===== src/rtl/fetch_control.sv =====
// Program-counter and fetch sequencer: IDLE/RUN/HALTED control with start,
// halt, stall and branch redirect, plus a saturating retired-instruction count.
module fetch_control #(
  parameter int unsigned PC_WIDTH   = 32,
  parameter int unsigned ADDR_BITS  = 12,
  parameter int unsigned START_ADDR = 0
) (
  input  logic                 clk,
  input  logic                 reset,
  input  logic                 start,
  input  logic                 halt,
  input  logic                 stall,
  input  logic                 branch_taken,
  input  logic [ADDR_BITS-1:0] branch_target,
  output logic [PC_WIDTH-1:0]  current_pc,
  output logic                 running,
  output logic                 done,
  output logic [31:0]          instr_count,
  output logic                 pc_wrapped
);

  typedef enum logic [1:0] {
    S_IDLE   = 2'd0,
    S_RUN    = 2'd1,
    S_HALTED = 2'd2
  } state_e;

  localparam logic [ADDR_BITS-1:0] START_PC = ADDR_BITS'(START_ADDR);

  state_e               state_q, state_d;
  logic [ADDR_BITS-1:0] pc_q, pc_d;
  logic [31:0]          count_q, count_d;
  logic                 wrap_q, wrap_d;
  logic [31:0]          count_inc;

  // NOTE: sequential state uses non-blocking assignments so every flop
  // samples the pre-edge values regardless of process ordering.
  always_ff @(posedge clk or posedge reset) begin
    if (reset) begin
      state_q <= S_IDLE;
      pc_q    <= '0;
      count_q <= '0;
      wrap_q  <= 1'b0;
    end else begin
      state_q <= state_d;
      pc_q    <= pc_d;
      count_q <= count_d;
      wrap_q  <= wrap_d;
    end
  end

  // NOTE: every combinational output gets a default first, so no path
  // through the case/if tree can infer a latch.
  always_comb begin
    state_d = state_q;
    case (state_q)
      S_IDLE, S_HALTED: if (start) state_d = S_RUN;
      S_RUN:            if (halt)  state_d = S_HALTED;
      default:                     state_d = S_IDLE;
    endcase
  end

  // The count sticks at all-ones rather than wrapping.
  assign count_inc = (&count_q) ? count_q : count_q + 32'd1;

  always_comb begin
    pc_d    = pc_q;
    count_d = count_q;
    wrap_d  = wrap_q;
    if (state_q != S_RUN) begin
      if (start) begin
        pc_d    = START_PC;
        count_d = '0;
        wrap_d  = 1'b0;
      end
    end else if (halt) begin
      count_d = count_inc;
    end else if (!stall) begin
      count_d = count_inc;
      if (branch_taken) begin
        pc_d = branch_target;
      end else begin
        pc_d = pc_q + ADDR_BITS'(1);
        if (&pc_q) wrap_d = 1'b1;
      end
    end
  end

  always_comb begin
    running     = (state_q == S_RUN);
    done        = (state_q == S_HALTED);
    current_pc  = PC_WIDTH'(pc_q);
    instr_count = count_q;
    pc_wrapped  = wrap_q;
  end

endmodule


===== config.mk =====
export PLATFORM = sky130hd
export DESIGN_NAME = fetch_control
export DESIGN_NICKNAME = d
export VERILOG_FILES = /design/src/rtl/fetch_control.sv
export SDC_FILE = /design/constraint.sdc
export NUM_CORES = 1
export LEC_CHECK = 0
export CAP_MARGIN = 10
export CORE_UTILIZATION = 35
export CTS_CLUSTER_DIAMETER = 40
export DETAILED_ROUTE_END_ITERATION = 10
export HOLD_SLACK_MARGIN = 0.06
export PLACE_DENSITY_LB_ADDON = 0.08
export SYNTH_ARGS = -nofsm -noshare
export SYNTH_HDL_FRONTEND = slang
export SYNTH_SLANG_ARGS = --single-unit

===== constraint.sdc =====
create_clock -name clk -period 3.7 [get_ports clk]
set_input_delay 0.37 -clock clk [delete_from_list [all_inputs] [get_ports clk]]
set_output_delay 0.37 -clock clk [all_outputs]
set_load 0.01 [all_outputs]

Yosys cells after proc, flatten, opt, wreduce, memory -nomap -nowiden
Index checks and enable logic that the tools add are counted.
Widths: inputs -> output; s select.
{"block": "totals", "regBits": 47, "in_bits": 18, "wordCells": 44, "output_inout_bits": 67}
{"block": "op_classes", "n_addsub": 2, "mux": 19, "reduce_logical": 9, "eq_ne": 10}
{"op": "$mux 32", "n": 5}
{"op": "$mux 12", "n": 5}
{"op": "$add 32x1->32 const B", "n": 1}
{"op": "$reduce_and 32->1", "n": 1}
{"op": "$add 12x1->12 const B", "n": 1}
{"op": "$reduce_and 12->1", "n": 1}
{"op": "$ne 2x1->1 const B", "n": 4}
{"op": "$mux 1", "n": 6}
{"op": "$ne 2x2->1 const B", "n": 3}
{"op": "$reduce_and 5->1", "n": 1}
{"op": "$mux 2", "n": 2}
{"op": "$pmux 2 s2", "n": 1}
{"op": "$reduce_and 2->1", "n": 2}
{"op": "$ne 3x2->1 const B", "n": 1}
{"op": "$reduce_and 3->1", "n": 1}
{"op": "$eq 2x1->1 const B", "n": 1}
{"op": "$eq 2x2->1 const B", "n": 1}
{"op": "$logic_not 2->1", "n": 1}
{"op": "$reduce_bool 2->1", "n": 1}
{"op": "$reduce_or 2->1", "n": 1}

Longest topological paths before layout
Gate-level depths: netlist of the first run.
{"block": "logic_depth", "depth_word": 6, "mapped_depth": 9, "mapped_depth_nobuf": 6}

Least setup slack after synthesis of the first run
OpenSTA, ideal clock, no wires.
{"block": "synth_path", "path_kind": "register to register", "start": "reg count_q[0] (netlist: instr_count[0])", "end": "reg count_q[19] (netlist: instr_count[19])", "required_time_ns": 3.561, "setup_ns": 0.139, "slack_ns": 1.462, "stages_incl_launch_ff": 9, "arrival_time_ns": 2.099, "synth_period_minus_slack_ns": 2.238, "n_path_buf": 2, "path_cell_list": "dfrtp_1 -> ha_1 -> nand4_1 -> or4_1 -> buf_6 -> o31a_1 -> buf_2 -> nand3_1 -> o311ai_1"}
{"block": "synth_via", "elab_chain_len": 5, "word_cells_on_any_way": 6, "classes_between": "add/sub: 1; mux: 4; reduce/logical: 1"}
{"element": "start, declared", "line_no": "32", "text": "logic [31:0] count_q, count_d;"}
{"element": "start signal, assigned", "line_no": "47", "text": "count_q <= count_d;"}
{"element": "$add 32x1->32 or $reduce_and 32->1 (tied branches)", "line_no": "64", "text": "assign count_inc = (&count_q) ? count_q : count_q + 32'd1;"}
{"element": "$mux 32 (*)", "line_no": "64"}
{"element": "$mux 32", "line_no": "78", "text": "end else if (!stall) begin"}
{"element": "$mux 32 (*)", "line_no": "76", "text": "end else if (halt) begin"}
{"element": "$mux 32 (*)", "line_no": "70", "text": "if (state_q != S_RUN) begin"}
Every way passes the cells marked *; elsewhere a longest branch is shown, timed or not. The select of a mux whose other input is x is not followed.
A chain may end at the register's enable or synchronous reset.

Worst setup path after layout of the first run
{"block": "layout_path", "start": "reg count_q[0] (netlist: instr_count[0])", "end": "reg count_q[31] (netlist: instr_count[31])"}
The elaborated chain is that of the path after synthesis.

==> flow_summary.json, run 1 <==
{
  "drtAntennaViolNets": 0,
  "leakage_nw": 1.43,
  "rsz0062_at_grt": "no",
  "stdcell_count": 497,
  "worst_setup_path_end_kind": "flop",
  "crit_type": "reg -> reg",
  "yosys_warnings": 0,
  "hpwlAfterDp_mm": 5.26,
  "fin_skew_ps": 7.17,
  "post_cts_resized": 0,
  "drc_errors": 0,
  "async_flop_share_pct": 100,
  "place_ws_ps": 858,
  "setup_slack_ps": 846,
  "rows": 32,
  "synth_area_per_cell_um2": 8.55,
  "rr_startpoint": "instr_count[0]$_DFFE_PP0P_",
  "die_width_um": 92.6,
  "tns_ps": 0,
  "clk_pin_slew_ps": 90,
  "grt_pass1_wl_mm": 12.5,
  "synth_area_um2": 2870,
  "portBuffers": 64,
  "worstSetupEndpoint": "instr_count[31]$_DFFE_PP0P_",
  "slew_viol_final": 0,
  "hold_viol_final": 0,
  "clk_path_buf_depth": 2,
  "yosys_register_bits": 47,
  "crit-reg2reg-capture": "instr_count[31]$_DFFE_PP0P_",
  "drt_iter0_markers": 181,
  "arrival_ps": 3060,
  "area_delta_synth_final_pct": 25.0,
  "fillers": 816,
  "cts-hold-fix-buffers": 0,
  "r2r_cells": 7,
  "die_h_um": 92.6,
  "syn_inst": 336,
  "clkLatencyLatePin_ps": 300,
  "drive_gt1_share_pct": 5.57,
  "cts_buffers": 5,
  "multi_input_area_um2": 1500,
  "nets": 414,
  "cts-htree-levels": 2,
  "place_area_um2": 3500,
  "regArea_um2": 1180,
  "antenna_found_initial": 0,
  "use_met1_pct": 24.9,
  "ys_seq_area_share_pct": 41.0,
  "coreArea_um2": 7850,
  "power.density_nw_per_um2": 337,
  "placed_cells": 489,
  "yosysUniqueCellTypes": 51,
  "io_pins": 85,
  "grt_max_degree": 48,
  "start_kind": "flop",
  "drt-total-wl_mm": 7.46,
  "clock-sinks": 47,
  "grtUsageMet2_pct": 29.1,
  "worst-path-max-fanout": 15,
  "overflow": 0,
  "crit_required_ps": 3910,
  "synthFlopType": "dfrtp_1",
  "drtPass1Iterations": 5,
  "diodes": 0,
  "initial_utilization_pct": 36.6,
  "cts_tree": "built",
  "grtUsageMet3_pct": 2.71,
  "critical_path.startpoint": "instr_count[0]$_DFFE_PP0P_",
  "outcome": "completed",
  "slew_headroom_pct": 32.8,
  "r2r_slack_ps": 850,
  "synth_edf_count": 0,
  "grt_usage_pct": 18.0,
  "max_freq_mhz": 350,
  "dieArea_um2": 8570,
  "min_period_over_period_pct": 77.1,
  "grt_pass1_vias": 2454,
  "fin_area_um2": 3590,
  "setup_viol": 0,
  "finalCriticalPeriod_ps": 2850,
  "maxCapViolations": 0,
  "post_drt_via_cell_ratio": 5.42,
  "avgRoutedWirePerCell_um": 15.0,
  "cts_root_buffer": "clkbuf_8",
  "worst_pin_slew_ps": 1010,
  "postCtsSetupRepairBufs": 0,
  "max-vdd-ir-drop_mv": 0.137,
  "gp_congestion": 0.803,
  "hold_path_class": "reg -> reg",
  "vias": 2693,
  "busiest_layer": "met2"
}
[sequential cells by signal, indices dropped and copies added, names as in the netlist]
signal,flops
pc_wrapped,1
state_q,2
pc_q,12
instr_count,32
[synth_stat cells, types with 2 or more instances]
cell	instances	area share (%)
ha_1	2	0.87
and3_1	10	2.2
or4_1	3	0.78
dfrtp_1	47	41
a22o_1	2	0.61
o31ai_1	7	1.8
nand3_1	19	3.3
and2_1	3	0.65
o211ai_1	2	0.52
nor2b_1	4	0.87
o311ai_0	2	0.61
o21ai_1	10	1.7
a31oi_1	6	1.3
nand4_1	13	2.8
inv_1	6	0.78
o21ai_0	40	7.0
mux2i_1	2	0.70
nor2_1	34	4.4
or2_2	2	0.44
buf_2	3	0.52
a21oi_1	18	3.1
nand2b_1	3	0.65
clkbuf_1	10	1.3
and4_1	2	0.61
buf_6	3	1.2
nand2_1	22	2.9
nor4_1	4	0.87
o311a_1	2	0.70
a41oi_1	3	0.92
buf_4	20	5.2
nor3_1	4	0.70
o31ai_4	2	1.5
a22oi_1	6	1.6
or3_1	3	0.65
[how the worst min path moves through the flow]
stage / endpoint / cells past startpoint / slack [ps] / start
2_1_floorplan: pc_wrapped$_DFFE_PP0P_ / 1 / 460 / start
3_3_place_gp: instr_count[31]$_DFFE_PP0P_ / 1 / 500 / instr_count[31]$_DFFE_PP0P_
3_5_place_dp: state_q[0]$_DFFE_PP0P_ / 1 / 510 / state_q[0]$_DFFE_PP0P_
4_1_cts: state_q[0]$_DFFE_PP0P_ / 1 / 520 / state_q[0]$_DFFE_PP0P_
5_1_grt: state_q[0]$_DFFE_PP0P_ / 1 / 560 / state_q[0]$_DFFE_PP0P_
6_report: state_q[0]$_DFFE_PP0P_ / 1 / 520 / state_q[0]$_DFFE_PP0P_
[layer usage]
layer,wire [um],up-vias
li1,-,1325
met1,3650,1286
met2,3390,76
met3,352,6
met4,70,0
met5,0,-
[metrics by stage]
step	hold slack, ps	util [%]	total power [mW]
finish	519	45.7	1.21
global route	560	45.7	1.29
CTS	520	45.7	1.23
detailed placement	512	44.7	0.917
global placement	498	44.7	0.914
floorplan	456	-	0.801
[cells by family (layout without fill, tap and decap cells)]
logic type,Yosys count,after routing,synth area share (%)
and+or+nand+nor,129,129,22.9
muxes,3,3,1.09
other,1,20,0.131
AOI/OAI and AO/OA,109,109,24.3
buffers and inverters,43,83,9.15
adders and majority gates,2,2,0.871
xor gates and xnor gates,2,2,0.610
DFF,47,47,41.0
[where the power goes]
group          switching [mW]  leakage (nW)  internal [mW]
Sequential             0.0391         0.649          0.544
Combinational           0.183         0.738          0.137
Clock                   0.175        0.0412          0.132
Total                   0.397          1.43          0.814
[cell usage in the layout (no fill, tap or decap), types with 3 or more instances in the layout]
cell type        synthesis  routed
inv_1                    6       5
dfrtp_1                 47      47
a22oi_1                  6       6
nand3_1                 19      19
conb_1                   1      20
nand4_1                 13      13
a41oi_1                  3       3
o21ai_1                 10      10
buf_4                   20       4
nor3_1                   4       4
o21ai_0                 40      40
nor2b_1                  4       4
clkdlybuf4s50_1          0      64
and3_1                  10      10
a21oi_1                 18      18
o31ai_1                  7       7
nand2b_1                 3       3
and2_1                   3       3
a31oi_1                  6       6
or4_1                    3       3
nand2_1                 22      22
or3_1                    3       3
clkbuf_8                 0       5
nor2_1                  34      34
nor4_1                   4       4
[cell type report]
class,count,share of cell area [%]
multi-input cells,265,41.9
flip-flops and latches,47,32.8
repair buffers,68,18.7
well taps,102,3.56
clock buffers,6,2.02
inverters,7,0.732
clock inverters,2,0.349
[critical path, cell delays in order (launching register included)]
cell	delay, ps
dfrtp_1	420
ha_1	240
nand4_1	180
or4_1	770
o31ai_4	630
buf_4	330
o21ai_0	110
o21ai_0	90
Power figures use the tool's default switching activity.
==> run 2, diff against run 1 <==
Clock period 3.7 ns to 2.9 ns, I/O delays scaled along.
==> flow_summary.json, run 2 (synthesis gave the netlist of run 1 again) <==
{
  "cts_tree": "built",
  "slowest_stage": "or4_1",
  "drtAntennaViolNets": 0,
  "rows": 32,
  "largest_reg_flops": 32,
  "grt_usage_pct": 18.2,
  "drt_iter0_markers": 150,
  "routed-wl-met2_mm": 3.52,
  "vias": 2733,
  "power.density_nw_per_um2": 428,
  "die_h_um": 92.6,
  "r2r_slack_ps": 280,
  "hold_path_class": "in -> async",
  "area_delta_synth_final_pct": 26.8,
  "path_buf_inv": 0,
  "regArea_um2": 1180,
  "crit_type": "reg -> reg",
  "coreArea_um2": 7850,
  "clock-sinks": 47,
  "setup_viol": 0,
  "postCtsSetupRepairBufs": 0,
  "overflow": 0,
  "wl_met1_mm": 3.50,
  "initial_utilization_pct": 36.6,
  "final_cell_mix": "64 x clkdlybuf4s50_1, 47 x dfrtp_1, 40 x o21ai_0",
  "wl_met3_um": 361,
  "max-vdd-ir-drop_mv": 0.187,
  "r2r_cells": 6,
  "crit-reg2reg-capture": "instr_count[15]$_DFFE_PP0P_",
  "tns_ps": 0,
  "rsz0062_at_grt": "no",
  "drc_errors": 0,
  "slew_headroom_pct": 48.8,
  "fin_skew_ps": 9.04,
  "cts-htree-levels": 2,
  "antenna_found_initial": 0,
  "outcome": "completed",
  "worst_setup_path_end_kind": "flop",
  "critical_path.top_delay_family": "simple AND/OR/NAND/NOR gates",
  "start_kind": "flop",
  "fillers": 790,
  "worst-path-max-fanout": 12,
  "io_pins": 85,
  "cts_buffers": 5,
  "hpwlAfterDp_mm": 5.38,
  "arrival_ps": 2820,
  "dieArea_um2": 8570,
  "clkLatencyLatePin_ps": 300,
  "min_period_over_period_pct": 90.4,
  "grt_pass1_vias": 2514,
  "gp_congestion": 0.779,
  "hold_viol_final": 0,
  "diodes": 0,
  "drive_gt1_share_pct": 7.21,
  "grt_max_degree": 21,
  "path_cells": "ha_1, nand4_1, or4_1, o31a_1, a41oi_1, nor2_1",
  "drt-total-wl_mm": 7.46,
  "rr_startpoint": "instr_count[0]$_DFFE_PP0P_",
  "avgRoutedWirePerCell_um": 14.8,
  "highest_layer": "met4",
  "leakage_nw": 1.46,
  "clk_pin_slew_ps": 90,
  "cts_root_buffer": "clkbuf_8",
  "slowest_delay_ps": 780,
  "crit_required_ps": 3100,
  "clk_path_buf_depth": 2,
  "finalCriticalPeriod_ps": 2620,
  "post_cts_resized": 0,
  "portBuffers": 64,
  "post_drt_via_cell_ratio": 5.42,
  "nets": 421,
  "final_common_cell": "clkdlybuf4s50_1",
  "maxCapViolations": 0,
  "grt_pass1_wl_mm": 12.6,
  "cts-hold-fix-buffers": 0,
  "die_width_um": 92.6,
  "slew_viol_final": 0,
  "multi_input_area_um2": 1500,
  "max_freq_mhz": 381,
  "drtPass1Iterations": 5,
  "hold_ws_ps": 238,
  "worst_pin_slew_ps": 767
}
[run 2: cell type report]
class	count	area share, %
clock buffers	6	1.99
clock inverters	2	0.344
inverters	7	0.721
multi-input cells	265	41.3
flip-flops and latches	47	32.3
well taps	102	3.50
repair buffers	75	19.9
[run 2: metal layers]
metal,global-route usage [%],vias up
met2,30.2,85
met5,0,-
met1,24.8,1297
met3,2.38,7
met4,5.08,0
li1,-,1344
[run 2: how the worst max path moves through the flow]
stage                                     from                          end  slack [ps]  depth (start not counted)
finish              instr_count[0]$_DFFE_PP0P_  instr_count[15]$_DFFE_PP0P_         280                          6
global route        instr_count[0]$_DFFE_PP0P_  instr_count[15]$_DFFE_PP0P_         140                          6
CTS                 instr_count[0]$_DFFE_PP0P_  instr_count[15]$_DFFE_PP0P_         270                          6
detailed placement  instr_count[0]$_DFFE_PP0P_  instr_count[15]$_DFFE_PP0P_         280                          6
global placement    instr_count[0]$_DFFE_PP0P_  instr_count[15]$_DFFE_PP0P_         380                          6
floorplan           instr_count[0]$_DFFE_PP0P_  instr_count[19]$_DFFE_PP0P_         660                          8
[run 2: worst reg2reg max path: cells and delay by family (launching register included)]
| kind | cells | cell delay, ps |
|---|---|---|
| and+or+nand+nor | 3 | 1040 |
| DFF | 1 | 420 |
| adders and majority gates | 1 | 230 |
| AOI/OAI and AO/OA | 2 | 820 |
[run 2: per-stage QoR]
stage	instance area, um2	power, mW	util [%]	setup WS [ps]	cells
5_1_grt	3640	1.66	46.4	136	504
3_3_place_gp	3560	1.18	45.3	384	496
6_report	3640	1.56	46.4	279	504
2_1_floorplan	2940	1.02	-	662	355
4_1_cts	3640	1.58	46.4	268	504
3_5_place_dp	3560	1.19	45.3	282	496
[run 2: power by group]
group	switching (mW)	internal, mW
Combinational	0.238	0.186
Sequential	0.0503	0.695
Clock	0.222	0.169
Total	0.510	1.05
==> run 3, diff against run 2 <==
Settings changed: CTS_BUF_LIST set to sky130_fd_sc_hd__clkbuf_16.
==> flow_summary.json, run 3 (synthesis gave the netlist of run 1 again) <==
{
  "crit_type": "reg -> reg",
  "portBuffers": 64,
  "drive_gt1_share_pct": 7.21,
  "vias": 2723,
  "fin_area_um2": 3700,
  "die_h_um": 92.6,
  "final_common_cell": "clkdlybuf4s50_1",
  "hold_ws_ps": 265,
  "power.density_nw_per_um2": 466,
  "slowest_delay_ps": 780,
  "drtPass1Iterations": 4,
  "antenna_found_initial": 0,
  "fillers": 784,
  "hold_viol_final": 0,
  "cts_root_buffer": "clkbuf_16",
  "drc_errors": 0,
  "largest_reg_flops": 32,
  "max-vdd-ir-drop_mv": 0.241,
  "maxCapViolations": 0,
  "drt_iter0_markers": 163,
  "grt_pass1_vias": 2530,
  "initial_utilization_pct": 36.6,
  "die_width_um": 92.6,
  "wl_met3_um": 358,
  "worst_pin_slew_ps": 748,
  "place_area_um2": 3560,
  "dieArea_um2": 8570,
  "arrival_ps": 2800,
  "wl_met1_mm": 3.61,
  "grt_pass1_wl_mm": 12.7,
  "setup_slack_ps": 278,
  "gp_congestion": 0.779,
  "io_pins": 85,
  "max_freq_mhz": 381,
  "critical_path.startpoint": "instr_count[0]$_DFFE_PP0P_",
  "cts_tree": "built",
  "clock-sinks": 47,
  "postCtsSetupRepairBufs": 0,
  "slew_viol_final": 0,
  "worst_setup_path_end_kind": "flop",
  "post_drt_via_cell_ratio": 5.40,
  "path_cells": "ha_1, nand4_1, or4_1, o31a_1, a41oi_1, nor2_1",
  "hold_path_class": "in -> async",
  "post_cts_resized": 0,
  "grt_usage_pct": 18.3,
  "cts-htree-levels": 2,
  "clkLatencyLatePin_ps": 290,
  "finalPower_mw": 1.72,
  "cts-hold-fix-buffers": 0,
  "grt_max_degree": 21,
  "diodes": 0,
  "drtAntennaViolNets": 0,
  "highest_layer": "met4",
  "fin_skew_ps": 7.68,
  "min_period_over_period_pct": 90.4,
  "worst-path-max-fanout": 12,
  "coreArea_um2": 7850,
  "finalCriticalPeriod_ps": 2620,
  "hpwlAfterDp_mm": 5.38,
  "leakage_nw": 1.49,
  "nets": 421,
  "cts_buffers": 5,
  "routed-wl-met2_mm": 3.53,
  "place_ws_ps": 282,
  "start_kind": "flop",
  "tns_ps": 0,
  "rr_startpoint": "instr_count[0]$_DFFE_PP0P_",
  "final_cell_mix": "64 x clkdlybuf4s50_1, 47 x dfrtp_1, 40 x o21ai_0",
  "slowest_stage": "or4_1",
  "clk_path_buf_depth": 2,
  "area_delta_synth_final_pct": 28.8,
  "crit_required_ps": 3080,
  "drt-total-wl_mm": 7.54,
  "clk_pin_slew_ps": 70,
  "slew_headroom_pct": 50.2,
  "setup_viol": 0,
  "avgRoutedWirePerCell_um": 15.0,
  "r2r_slack_ps": 280,
  "overflow": 0,
  "rsz0062_at_grt": "no",
  "rows": 32,
  "outcome": "completed"
}
run 3: cell count changes in the layout (fill, tap and decap cells not counted), sizes merged:
cell and delta:
inv +1, clkbuf -1
run 3: worst paths after layout:
| check | end | cells after the start |
|---|---|---|
| max | instr_count[15]$_DFFE_PP0P_ | 6 |
| min | instr_count[2]$_DFFE_PP0P_ | 2 |
| max reg2reg | instr_count[15]$_DFFE_PP0P_ | 6 |
| min reg2reg | instr_count[31]$_DFFE_PP0P_ | 1 |
| max in group asynchronous | instr_count[30]$_DFFE_PP0P_ | 3 |
| min in group clk | instr_count[31]$_DFFE_PP0P_ | 1 |
run 3: final cells by class:
class	count	area, um2	area share [%]
clock inverters	3	16.3	0.440
flip-flops and latches	47	1180	31.8
repair buffers	75	723	19.6
well taps	102	128	3.45
inverters	7	26.3	0.710
clock buffers	5	125	3.38
multi-input cells	265	1500	40.7
run 3: through the flow:
step | std cells | utilization (%)
after floorplan | 355 | -
after global placement | 496 | 45.3
after detailed placement | 496 | 45.3
after CTS | 504 | 47.1
after global routing | 504 | 47.1
final | 504 | 47.1
run 3: layer usage:
layer / up-vias / global-route usage [%]
li1: 1344 / -
met1: 1301 / 25.1
met2: 74 / 30.0
met3: 4 / 2.63
met4: 0 / 4.82
met5: - / 0
run 3: critical path: cells and delay by family (launching register included):
family                   cells  cell delay [ps]
AO/OA/AOI/OAI                2              810
adder cells (fa/ha/maj)      1              230
flip-flops                   1              410
AND/OR/NAND/NOR              3             1040
run 3: power breakdown:
group / total, mW / internal, mW / switching, mW / leakage [nW]
combinational: 0.424 / 0.186 / 0.239 / 0.772
sequential: 0.746 / 0.696 / 0.0502 / 0.649
clock: 0.554 / 0.315 / 0.239 / 0.0710
total: 1.72 / 1.20 / 0.528 / 1.49
